File: src/rtl/apb_completer_pkg.sv
// Shared types and constants for the APB completer register bank.
// Latency: n/a (declarations only).
// Backpressure: n/a.
package apb_completer_pkg;

  typedef enum logic [1:0] {
    ST_IDLE = 2'd0,
    ST_WAIT = 2'd1,
    ST_DONE = 2'd2
  } state_e;

  localparam int IDX_ID    = 0;
  localparam int IDX_COUNT = 1;

  localparam logic [31:0] DEFAULT_ID_VALUE = 32'hA5B0_0001;

endpackage

File: src/rtl/apb_regfile.sv
// Word-indexed register array: one write port, combinational read mux.
// Latency: writes land at the clock edge; reads are combinational.
// Backpressure: none; idx 0 and idx 1 are never written here.
module apb_regfile
  import apb_completer_pkg::*;
#(
  parameter int          NUM_REGS = 16,
  parameter int          IDX_W    = $clog2(NUM_REGS),
  parameter logic [31:0] ID_VALUE = DEFAULT_ID_VALUE
) (
  input  logic             clk_i,
  input  logic             rst_ni,
  input  logic             wr_en_i,
  input  logic [IDX_W-1:0] wr_idx_i,
  input  logic [31:0]      wr_dat_i,
  input  logic [31:0]      count_i,
  input  logic [IDX_W-1:0] rd_idx_i,
  output logic [31:0]      rd_dat_o
);

  logic [31:0] regs_q [NUM_REGS];

  // Storage for the read/write registers; ID and counter slots are never written.
  always_ff @(posedge clk_i or negedge rst_ni) begin
    if (!rst_ni) begin
      for (int i = 0; i < NUM_REGS; i++) begin
        regs_q[i] <= '0;
      end
    end else if (wr_en_i && (int'(wr_idx_i) > IDX_COUNT) && (int'(wr_idx_i) < NUM_REGS)) begin
      regs_q[wr_idx_i] <= wr_dat_i;
    end
  end

  // Read mux: idx 0 is the hardwired ID, idx 1 is the live transfer counter.
  always_comb begin
    rd_dat_o = '0;
    if (int'(rd_idx_i) == IDX_ID) begin
      rd_dat_o = ID_VALUE;
    end else if (int'(rd_idx_i) == IDX_COUNT) begin
      rd_dat_o = count_i;
    end else if (int'(rd_idx_i) < NUM_REGS) begin
      rd_dat_o = regs_q[rd_idx_i];
    end
  end

endmodule

File: src/rtl/apb_completer_regbank.sv
// APB completer: decodes Paddr into a register bank with an ID and a transfer counter.
// Latency: setup + WAIT_CYCLES + 1 access cycles; Pready high for exactly one cycle.
// Backpressure: Pready held low for WAIT_CYCLES access cycles; dropping Psel aborts.
module apb_completer_regbank
  import apb_completer_pkg::*;
#(
  parameter int          NUM_REGS    = 16,
  parameter int          WAIT_CYCLES = 1,
  parameter logic [31:0] ID_VALUE    = DEFAULT_ID_VALUE
) (
  input  logic        Hclk,
  input  logic        Hresetn,
  input  logic        Psel,
  input  logic        Penable,
  input  logic        Pwrite,
  input  logic [31:0] Paddr,
  input  logic [31:0] Pwdata,
  output logic [31:0] Prdata,
  output logic        Pready,
  output logic        Pslverr,
  output logic [31:0] xfer_count
);

  localparam int               IDX_W      = $clog2(NUM_REGS);
  localparam logic [IDX_W:0]   NUM_REGS_W = (IDX_W+1)'(NUM_REGS);
  localparam logic [3:0]       WAIT_LD    = 4'(WAIT_CYCLES);

  state_e             state_q, state_d;
  logic [3:0]         wcnt_q, wcnt_d;
  logic               wr_q, wr_d;
  logic [IDX_W-1:0]   idx_q, idx_d;
  logic [31:0]        wdat_q, wdat_d;
  logic               err_q, err_d;
  logic [31:0]        prdata_q, prdata_d;
  logic               pready_q, pready_d;
  logic               pslverr_q, pslverr_d;
  logic [31:0]        count_q, count_d;

  logic               setup;
  logic               complete;
  logic [IDX_W-1:0]   live_idx;
  logic               live_err;
  logic               req_wr;
  logic [IDX_W-1:0]   req_idx;
  logic [31:0]        req_wdat;
  logic               req_err;
  logic               rf_wr_en;
  logic [31:0]        rf_rd_dat;
  logic               unused_paddr_hi;

  // Address bits above the index are ignored, so the bank aliases through the space.
  assign unused_paddr_hi = ^Paddr[31:IDX_W+2];
  assign live_idx        = Paddr[IDX_W+1:2];
  assign live_err        = (Paddr[1:0] != 2'b00)
                        || ({1'b0, live_idx} >= NUM_REGS_W)
                        || (Pwrite && (int'(live_idx) <= IDX_COUNT));
  assign setup           = Psel && !Penable;

  // Completion from IDLE/DONE happens only with zero wait states, on the live setup
  // values; completion from WAIT always uses what was latched at setup.
  assign req_wr   = (state_q == ST_WAIT) ? wr_q   : Pwrite;
  assign req_idx  = (state_q == ST_WAIT) ? idx_q  : live_idx;
  assign req_wdat = (state_q == ST_WAIT) ? wdat_q : Pwdata;
  assign req_err  = (state_q == ST_WAIT) ? err_q  : live_err;

  apb_regfile #(
    .NUM_REGS (NUM_REGS),
    .IDX_W    (IDX_W),
    .ID_VALUE (ID_VALUE)
  ) u_regfile (
    .clk_i    (Hclk),
    .rst_ni   (Hresetn),
    .wr_en_i  (rf_wr_en),
    .wr_idx_i (req_idx),
    .wr_dat_i (req_wdat),
    .count_i  (count_q),
    .rd_idx_i (req_idx),
    .rd_dat_o (rf_rd_dat)
  );

  // Next-state, request latching and registered-output computation.
  always_comb begin
    state_d   = state_q;
    wcnt_d    = wcnt_q;
    wr_d      = wr_q;
    idx_d     = idx_q;
    wdat_d    = wdat_q;
    err_d     = err_q;
    pready_d  = 1'b0;
    pslverr_d = 1'b0;
    prdata_d  = '0;
    count_d   = count_q;
    rf_wr_en  = 1'b0;
    complete  = 1'b0;

    case (state_q)
      ST_IDLE, ST_DONE: begin
        // Access strobe without a preceding setup is ignored here.
        state_d = ST_IDLE;
        if (setup) begin
          wr_d   = Pwrite;
          idx_d  = live_idx;
          wdat_d = Pwdata;
          err_d  = live_err;
          if (WAIT_CYCLES == 0) begin
            complete = 1'b1;
            state_d  = ST_DONE;
          end else begin
            wcnt_d  = WAIT_LD;
            state_d = ST_WAIT;
          end
        end
      end
      ST_WAIT: begin
        if (!Psel) begin
          state_d = ST_IDLE;
        end else if (Penable) begin
          if (wcnt_q == 4'd1) begin
            complete = 1'b1;
            state_d  = ST_DONE;
          end else begin
            wcnt_d = wcnt_q - 4'd1;
          end
        end
      end
      default: state_d = ST_IDLE;
    endcase

    if (complete) begin
      pready_d  = 1'b1;
      pslverr_d = req_err;
      if (!req_err) begin
        // A read of idx 1 returns the count before this transfer's increment.
        count_d = count_q + 32'd1;
        if (req_wr) begin
          rf_wr_en = 1'b1;
        end else begin
          prdata_d = rf_rd_dat;
        end
      end
    end
  end

  // State, latched request and output registers.
  always_ff @(posedge Hclk or negedge Hresetn) begin
    if (!Hresetn) begin
      state_q   <= ST_IDLE;
      wcnt_q    <= '0;
      wr_q      <= 1'b0;
      idx_q     <= '0;
      wdat_q    <= '0;
      err_q     <= 1'b0;
      prdata_q  <= '0;
      pready_q  <= 1'b0;
      pslverr_q <= 1'b0;
      count_q   <= '0;
    end else begin
      state_q   <= state_d;
      wcnt_q    <= wcnt_d;
      wr_q      <= wr_d;
      idx_q     <= idx_d;
      wdat_q    <= wdat_d;
      err_q     <= err_d;
      prdata_q  <= prdata_d;
      pready_q  <= pready_d;
      pslverr_q <= pslverr_d;
      count_q   <= count_d;
    end
  end

  assign Prdata     = prdata_q;
  assign Pready     = pready_q;
  assign Pslverr    = pslverr_q;
  assign xfer_count = count_q;

endmodule
File: config.mk
export PLATFORM = sky130hd
export DESIGN_NAME = apb_completer_regbank
export DESIGN_NICKNAME = d
export VERILOG_FILES = /design/src/rtl/apb_completer_pkg.sv /design/src/rtl/apb_regfile.sv /design/src/rtl/apb_completer_regbank.sv
export SDC_FILE = /design/constraint.sdc
export NUM_CORES = 1
export LEC_CHECK = 0
export BUFFER_PORTS_ARGS = -buffer_cell sky130_fd_sc_hd__buf_2
export CORE_UTILIZATION = 55
export CTS_BUF_LIST = sky130_fd_sc_hd__clkbuf_8 sky130_fd_sc_hd__clkbuf_16
export DETAILED_ROUTE_END_ITERATION = 12
export GPL_TIMING_DRIVEN = 1
export HOLD_SLACK_MARGIN = 0.15
export MAX_ROUTING_LAYER = met4
export PLACE_DENSITY = 0.86
export SLEW_MARGIN = 20
export SYNTH_ARGS = -nofsm -noshare
export SYNTH_HDL_FRONTEND = slang
export SYNTH_SLANG_ARGS = --single-unit
File: constraint.sdc
create_clock -name Hclk -period 2.45 [get_ports Hclk]
set_clock_uncertainty 0.05 [all_clocks]
set_input_delay 0.49 -clock Hclk [delete_from_list [all_inputs] [get_ports Hclk]]
set_output_delay 0.49 -clock Hclk [all_outputs]
set_load 0.05 [all_outputs]
==> results.sh, run 1 <==
export IMPL_num_io_pins=135
export IMPL_dp_cells=3235
export IMPL_dp_hpwl_um=45400
export IMPL_endpoint_type="register data pin"
export IMPL_clkSinkCount=572
export IMPL_ys_ff_latch=572
export IMPL_start_util_pct=55.8
export IMPL_ys_warn_count=0
export IMPL_place_congestion=0.880
export IMPL_grt_overflow=284
export IMPL_cts_inserted_buffers=54
export IMPL_rows=77
export IMPL_grt_antenna_before_repair=22
export IMPL_tool_error="[ERROR GRT-0232] Routing congestion too high. Check the congestion heatmap in the GUI."
export IMPL_clockBufferDepth=3
export IMPL_syn_nets=2607
export IMPL_grt_repair_worst_endpoint="Prdata[21]$_DFF_PN0_/D"
export IMPL_die_w_um=214
export IMPL_lastStage="global routing"
export IMPL_status="stopped before the end"
export IMPL_chipHeight_um=214
export IMPL_synth_cell_types=52
export IMPL_numPortBuffers=108
export IMPL_synthFlopType="dfrtp_1"
export IMPL_synth_area_sq_um=24700
export IMPL_grt_use_total_pct=80.6
export IMPL_async_flop_share_pct=100
export IMPL_netlist_instances=2535
export IMPL_synth_avg_cell_area_sq_um=9.73
export IMPL_synth_edf_count=0
export IMPL_ys_seq_area_share_pct=58.0
export IMPL_grt_max_degree=81
export IMPL_clockRootBuffer="clkbuf_16"
export IMPL_htreeDepth=2
export IMPL_place_ws_ns=-0.212
[cells by family after synthesis]
group	share of synthesized area [%]
muxes	6.93
AOI/OAI and AO/OA	15.6
xor gates and xnor gates	1.17
adders and majority gates	0.152
buffers and inverters	3.57
and+or+nand+nor	14.5
DFF	58.0
[repair_timing]
action	CTS
gates cloned	19
endpoints found under the setup margin	403
gates resized for setup	167
endpoints found under the hold margin	78
buffers inserted	27
hold buffers	34
pin swaps	29
[cells in the mapped netlist (10+ instances only)]
library cell / n / area, sq um
nand3_1: 40 / 200
o21ai_1: 14 / 70.1
a32oi_1: 25 / 219
o22ai_1: 15 / 93.8
a31o_2: 13 / 114
xnor2_1: 23 / 201
buf_1: 12 / 45.0
nand2_1: 735 / 2760
nor2_1: 43 / 161
buf_2: 38 / 190
clkbuf_1: 161 / 604
mux2i_1: 121 / 1210
mux2_2: 41 / 462
a31oi_1: 17 / 106
a311oi_1: 20 / 175
o21ai_0: 461 / 2310
nor3_1: 12 / 60.1
a32o_1: 43 / 430
xor2_1: 10 / 87.6
dfrtp_1: 572 / 14300
a21oi_1: 25 / 125
[routing by layer]
| metal | GRT overflow | global-route usage (%) |
|---|---|---|
| met1 | 42 | 78.0 |
| met2 | 112 | 92.2 |
| met3 | 56 | 75.9 |
| met4 | 74 | 69.6 |
| met5 | - | - |
[per-stage QoR]
step                TNS (ns)  hold slack, ns  cell area, sq um
floorplan              -1.23           0.144             24700
global placement       -2.44           0.315             27300
detailed placement    -30.82           0.315             27300
CTS                    -4.14           0.155             30700
==> run 2: changes to the inputs <==
--- a/config.mk
+++ b/config.mk
@@ -6,13 +6,10 @@
 export NUM_CORES = 1
 export LEC_CHECK = 0
 export BUFFER_PORTS_ARGS = -buffer_cell sky130_fd_sc_hd__buf_2
-export CORE_UTILIZATION = 55
-export CTS_BUF_LIST = sky130_fd_sc_hd__clkbuf_8 sky130_fd_sc_hd__clkbuf_16
+export CORE_UTILIZATION = 40
 export DETAILED_ROUTE_END_ITERATION = 12
 export GPL_TIMING_DRIVEN = 1
-export HOLD_SLACK_MARGIN = 0.15
-export MAX_ROUTING_LAYER = met4
-export PLACE_DENSITY = 0.86
+export PLACE_DENSITY_LB_ADDON = 0.15
 export SLEW_MARGIN = 20
 export SYNTH_ARGS = -nofsm -noshare
 export SYNTH_HDL_FRONTEND = slang
==> constraint.sdc (replaced) <==
create_clock -name Hclk -period 3.2 [get_ports Hclk]
set_clock_uncertainty 0.05 [all_clocks]
set_input_delay 0.64 -clock Hclk [delete_from_list [all_inputs] [get_ports Hclk]]
set_output_delay 0.64 -clock Hclk [all_outputs]
set_load 0.05 [all_outputs]
==> results.sh, run 2 <==
export IMPL_synth_area_sq_um=24700
export IMPL_final_cell_mix="731 x nand2_1, 572 x dfrtp_1, 461 x o21ai_0"
export IMPL_netlist_area_leader_share_pct=58.0
export IMPL_final_common_cell="nand2_1"
export IMPL_max_stage_delay_ns=0.65
export IMPL_p_per_area_nw_per_um2=650
export IMPL_status="complete, no violations"
export IMPL_placed_cell_area_sq_um=26800
export IMPL_syn_to_final_growth_pct=16.9
export IMPL_grt_max_degree=93
export IMPL_post_cts_buffers=0
export IMPL_drc_errors=0
export IMPL_switching_share_pct=29.8
export IMPL_startpoint="state_q[1]$_DFFE_PN0P_"
export IMPL_ys_seq_area_share_pct=58.0
export IMPL_cp_start_kind="register"
export IMPL_required_ns=3.66
export IMPL_grt_pass1_wl_um=113000
export IMPL_highest_layer="met4"
export IMPL_drt_iter0_drc=1469
export IMPL_post_route_period_util_pct=96.6
export IMPL_grt_antenna_before_repair=2
export IMPL_ir_drop_v=0.000404
export IMPL_drive_above_1_share_pct=15.6
export IMPL_holdWs_ns=0.204
export IMPL_max_flop_register="u_regfile.regs_q"
export IMPL_yosys_area_top_type="dfrtp_1"
export IMPL_worstHoldStart="Pwdata[14]"
export IMPL_cellLeakagePower_nw=13.0
export IMPL_ys_ff_latch=572
export IMPL_clkTransAtPathRegs_ns=0.06
export IMPL_htreeDepth=2
export IMPL_netlist_instances=2535
export IMPL_vias=18900
export IMPL_max_freq_mhz=324
export IMPL_fin_area_sq_um=28800
export IMPL_m1WireLength_um=35400
export IMPL_diodes=0
export IMPL_die_area_sq_um=62700
export IMPL_slew_viol_final=0
export IMPL_clk_latency_ns=0.63
export IMPL_synth_cell_types=52
export IMPL_place_congestion=0.819
export IMPL_tns_ns=0
export IMPL_cts_tree="done"
export IMPL_grt_use_total_pct=23.7
export IMPL_dr_wl_met3_um=3870
export IMPL_ys_warn_count=0
export IMPL_synth_edf_count=0
export IMPL_dp_hpwl_um=46700
export IMPL_coreArea_sq_um=60700
export IMPL_clkSinkCount=572
export IMPL_largest_reg_flops=462
export IMPL_async_flop_share_pct=100
export IMPL_wl_per_cell_um=21.2
export IMPL_min_period_ns=3.09
export IMPL_drtPass1Iterations=7
export IMPL_num_io_pins=135
export IMPL_min_path_type="primary input to register"
export IMPL_r2r_slack_ns=0.11
export IMPL_worstMarginPinSlew_ns=0.765
export IMPL_rsz0062_at_grt="no"
export IMPL_cp_max_fo=23
export IMPL_path_common_cell="buf_4"
export IMPL_synth_top_cells_by_count="735 x nand2_1, 572 x dfrtp_1, 461 x o21ai_0"
export IMPL_cp_arrival_ns=3.55
export IMPL_synth_avg_cell_area_sq_um=9.73
export IMPL_p_comb_share_pct=20.4
export IMPL_numPortBuffers=108
export IMPL_seqPwrFrac_pct=41.9
export IMPL_r2r_start="state_q[1]$_DFFE_PN0P_"
export IMPL_final_setup_viol_count=0
export IMPL_first_global_vias=18300
export IMPL_antenna_left=0
export IMPL_p_sw_w=0.00560
export IMPL_clockBufferDepth=3
export IMPL_clockRootBuffer="clkbuf_16"
export IMPL_clkPwrFrac_pct=37.7
export IMPL_cts_inserted_buffers=61
export IMPL_endpoint_kind="register"
export IMPL_final_nets=2711
export IMPL_path_cells="nor2b_1 -> buf_4 -> mux2_2 -> nand2_1 -> o22ai_1 -> a2111oi_1 -> buf_4 -> a21oi_1"
export IMPL_hold_violations=0
export IMPL_maxCapViolCount=0
export IMPL_rows=90
export IMPL_synthFlopType="dfrtp_1"
export IMPL_path_class="register to register"
export IMPL_cp_slowest_cell="a2111oi_1"
export IMPL_syn_nets=2607
export IMPL_start_util_pct=40.7
export IMPL_wl_met2_um=32900
export IMPL_die_w_um=250
export IMPL_chipHeight_um=250
export IMPL_avgViaCountPerCell=5.45
export IMPL_synth_most_common_cell="nand2_1"
export IMPL_synthTopCellsByArea="dfrtp_1 58%, nand2_1 11%, o21ai_0 9.3%"
export IMPL_wirelength_um=73400
export IMPL_slew_headroom_pct=48.8
export IMPL_p_int_w=0.0132
export IMPL_grt_overflow=0
## run 2: cell counts after synthesis
Identical to the previous run, type by type.
## run 2: stage by stage
| step | setup slack (ns) | std cells | total power, W | util, % |
|---|---|---|---|---|
| global route | 0.0342 | 3464 | 0.0195 | 47.5 |
| finish | 0.110 | 3464 | 0.0187 | 47.5 |
| floorplan | 0.576 | 2535 | 0.0101 | - |
| detailed placement | 0.136 | 3357 | 0.0118 | 44.2 |
| global placement | 0.0948 | 3357 | 0.0117 | 44.2 |
| CTS | 0.122 | 3464 | 0.0189 | 47.5 |
## run 2: cells by family (layout without fill, tap and decap cells)
group                    count (synthesis)  in the layout  synth area share (%)
AO/OA/AOI/OAI                          660            660                  15.6
XOR/XNOR                                33             33                  1.17
adder cells (fa/ha/maj)                  3              3                 0.152
buffers and inverters                  220            367                  3.57
flip-flops                             572            572                  58.0
multiplexers                           164            164                  6.93
AND/OR/NAND/NOR                        883            883                  14.5
## run 2: timing repair
item | in CTS | in global routing
hold buffers | 1 | 0
resized for setup | 0 | 1
setup endpoints to repair | 0 | 1
hold endpoints to repair | 48 | 0
## run 2: power groups by stage
| stage | Sequential [W] | Clock, W | Combinational [W] |
|---|---|---|---|
| after detailed placement | 0.00798 | 0 | 0.00382 |
| after global placement | 0.00796 | 0 | 0.00378 |
| after CTS | 0.00785 | 0.00723 | 0.00383 |
| final | 0.00785 | 0.00707 | 0.00383 |
| after global routing | 0.00790 | 0.00755 | 0.00410 |
| after floorplan | 0.00796 | 0 | 0.00211 |
## run 2: layer usage
layer | track usage, % | vias up
li1 | - | 8904
met2 | 36.6 | 498
met1 | 35.3 | 9396
met5 | 0 | -
met4 | 5.15 | 0
met3 | 3.47 | 87
## run 2: critical path: cells and delay by family (launching register included)
kind                   cells  cell delay [ns]
multiplexers               1             0.60
AND/OR/NAND/NOR            2             0.60
buffers and inverters      2             0.43
flip-flops                 1             0.43
AO/OA/AOI/OAI              3             0.85
## run 2: final timing paths
check | cells after the start | end
min in group asynchronous | 2 | wdat_q[9]$_DFFE_PN0P_
worst max register to register | 8 | Prdata[21]$_DFF_PN0_
worst min-delay path | 2 | wdat_q[14]$_DFFE_PN0P_
worst max-delay path | 8 | Prdata[21]$_DFF_PN0_
max in group asynchronous | 4 | u_regfile.regs_q[103]$_DFFE_PN0P_
worst min register to register | 0 | u_regfile.regs_q[448]$_DFFE_PN0P_
## run 2: cell type report
type                       count  area [sq um]
timing repair buffer         254          1950
clock inverter                12           166
fill                        5697         31900
sequential                   572         14300
multi-input combinational   1743          9580
inverter                       7          26.3
tap                          782           978
clock buffer                  94          1830
Power figures use the tool's default switching activity.
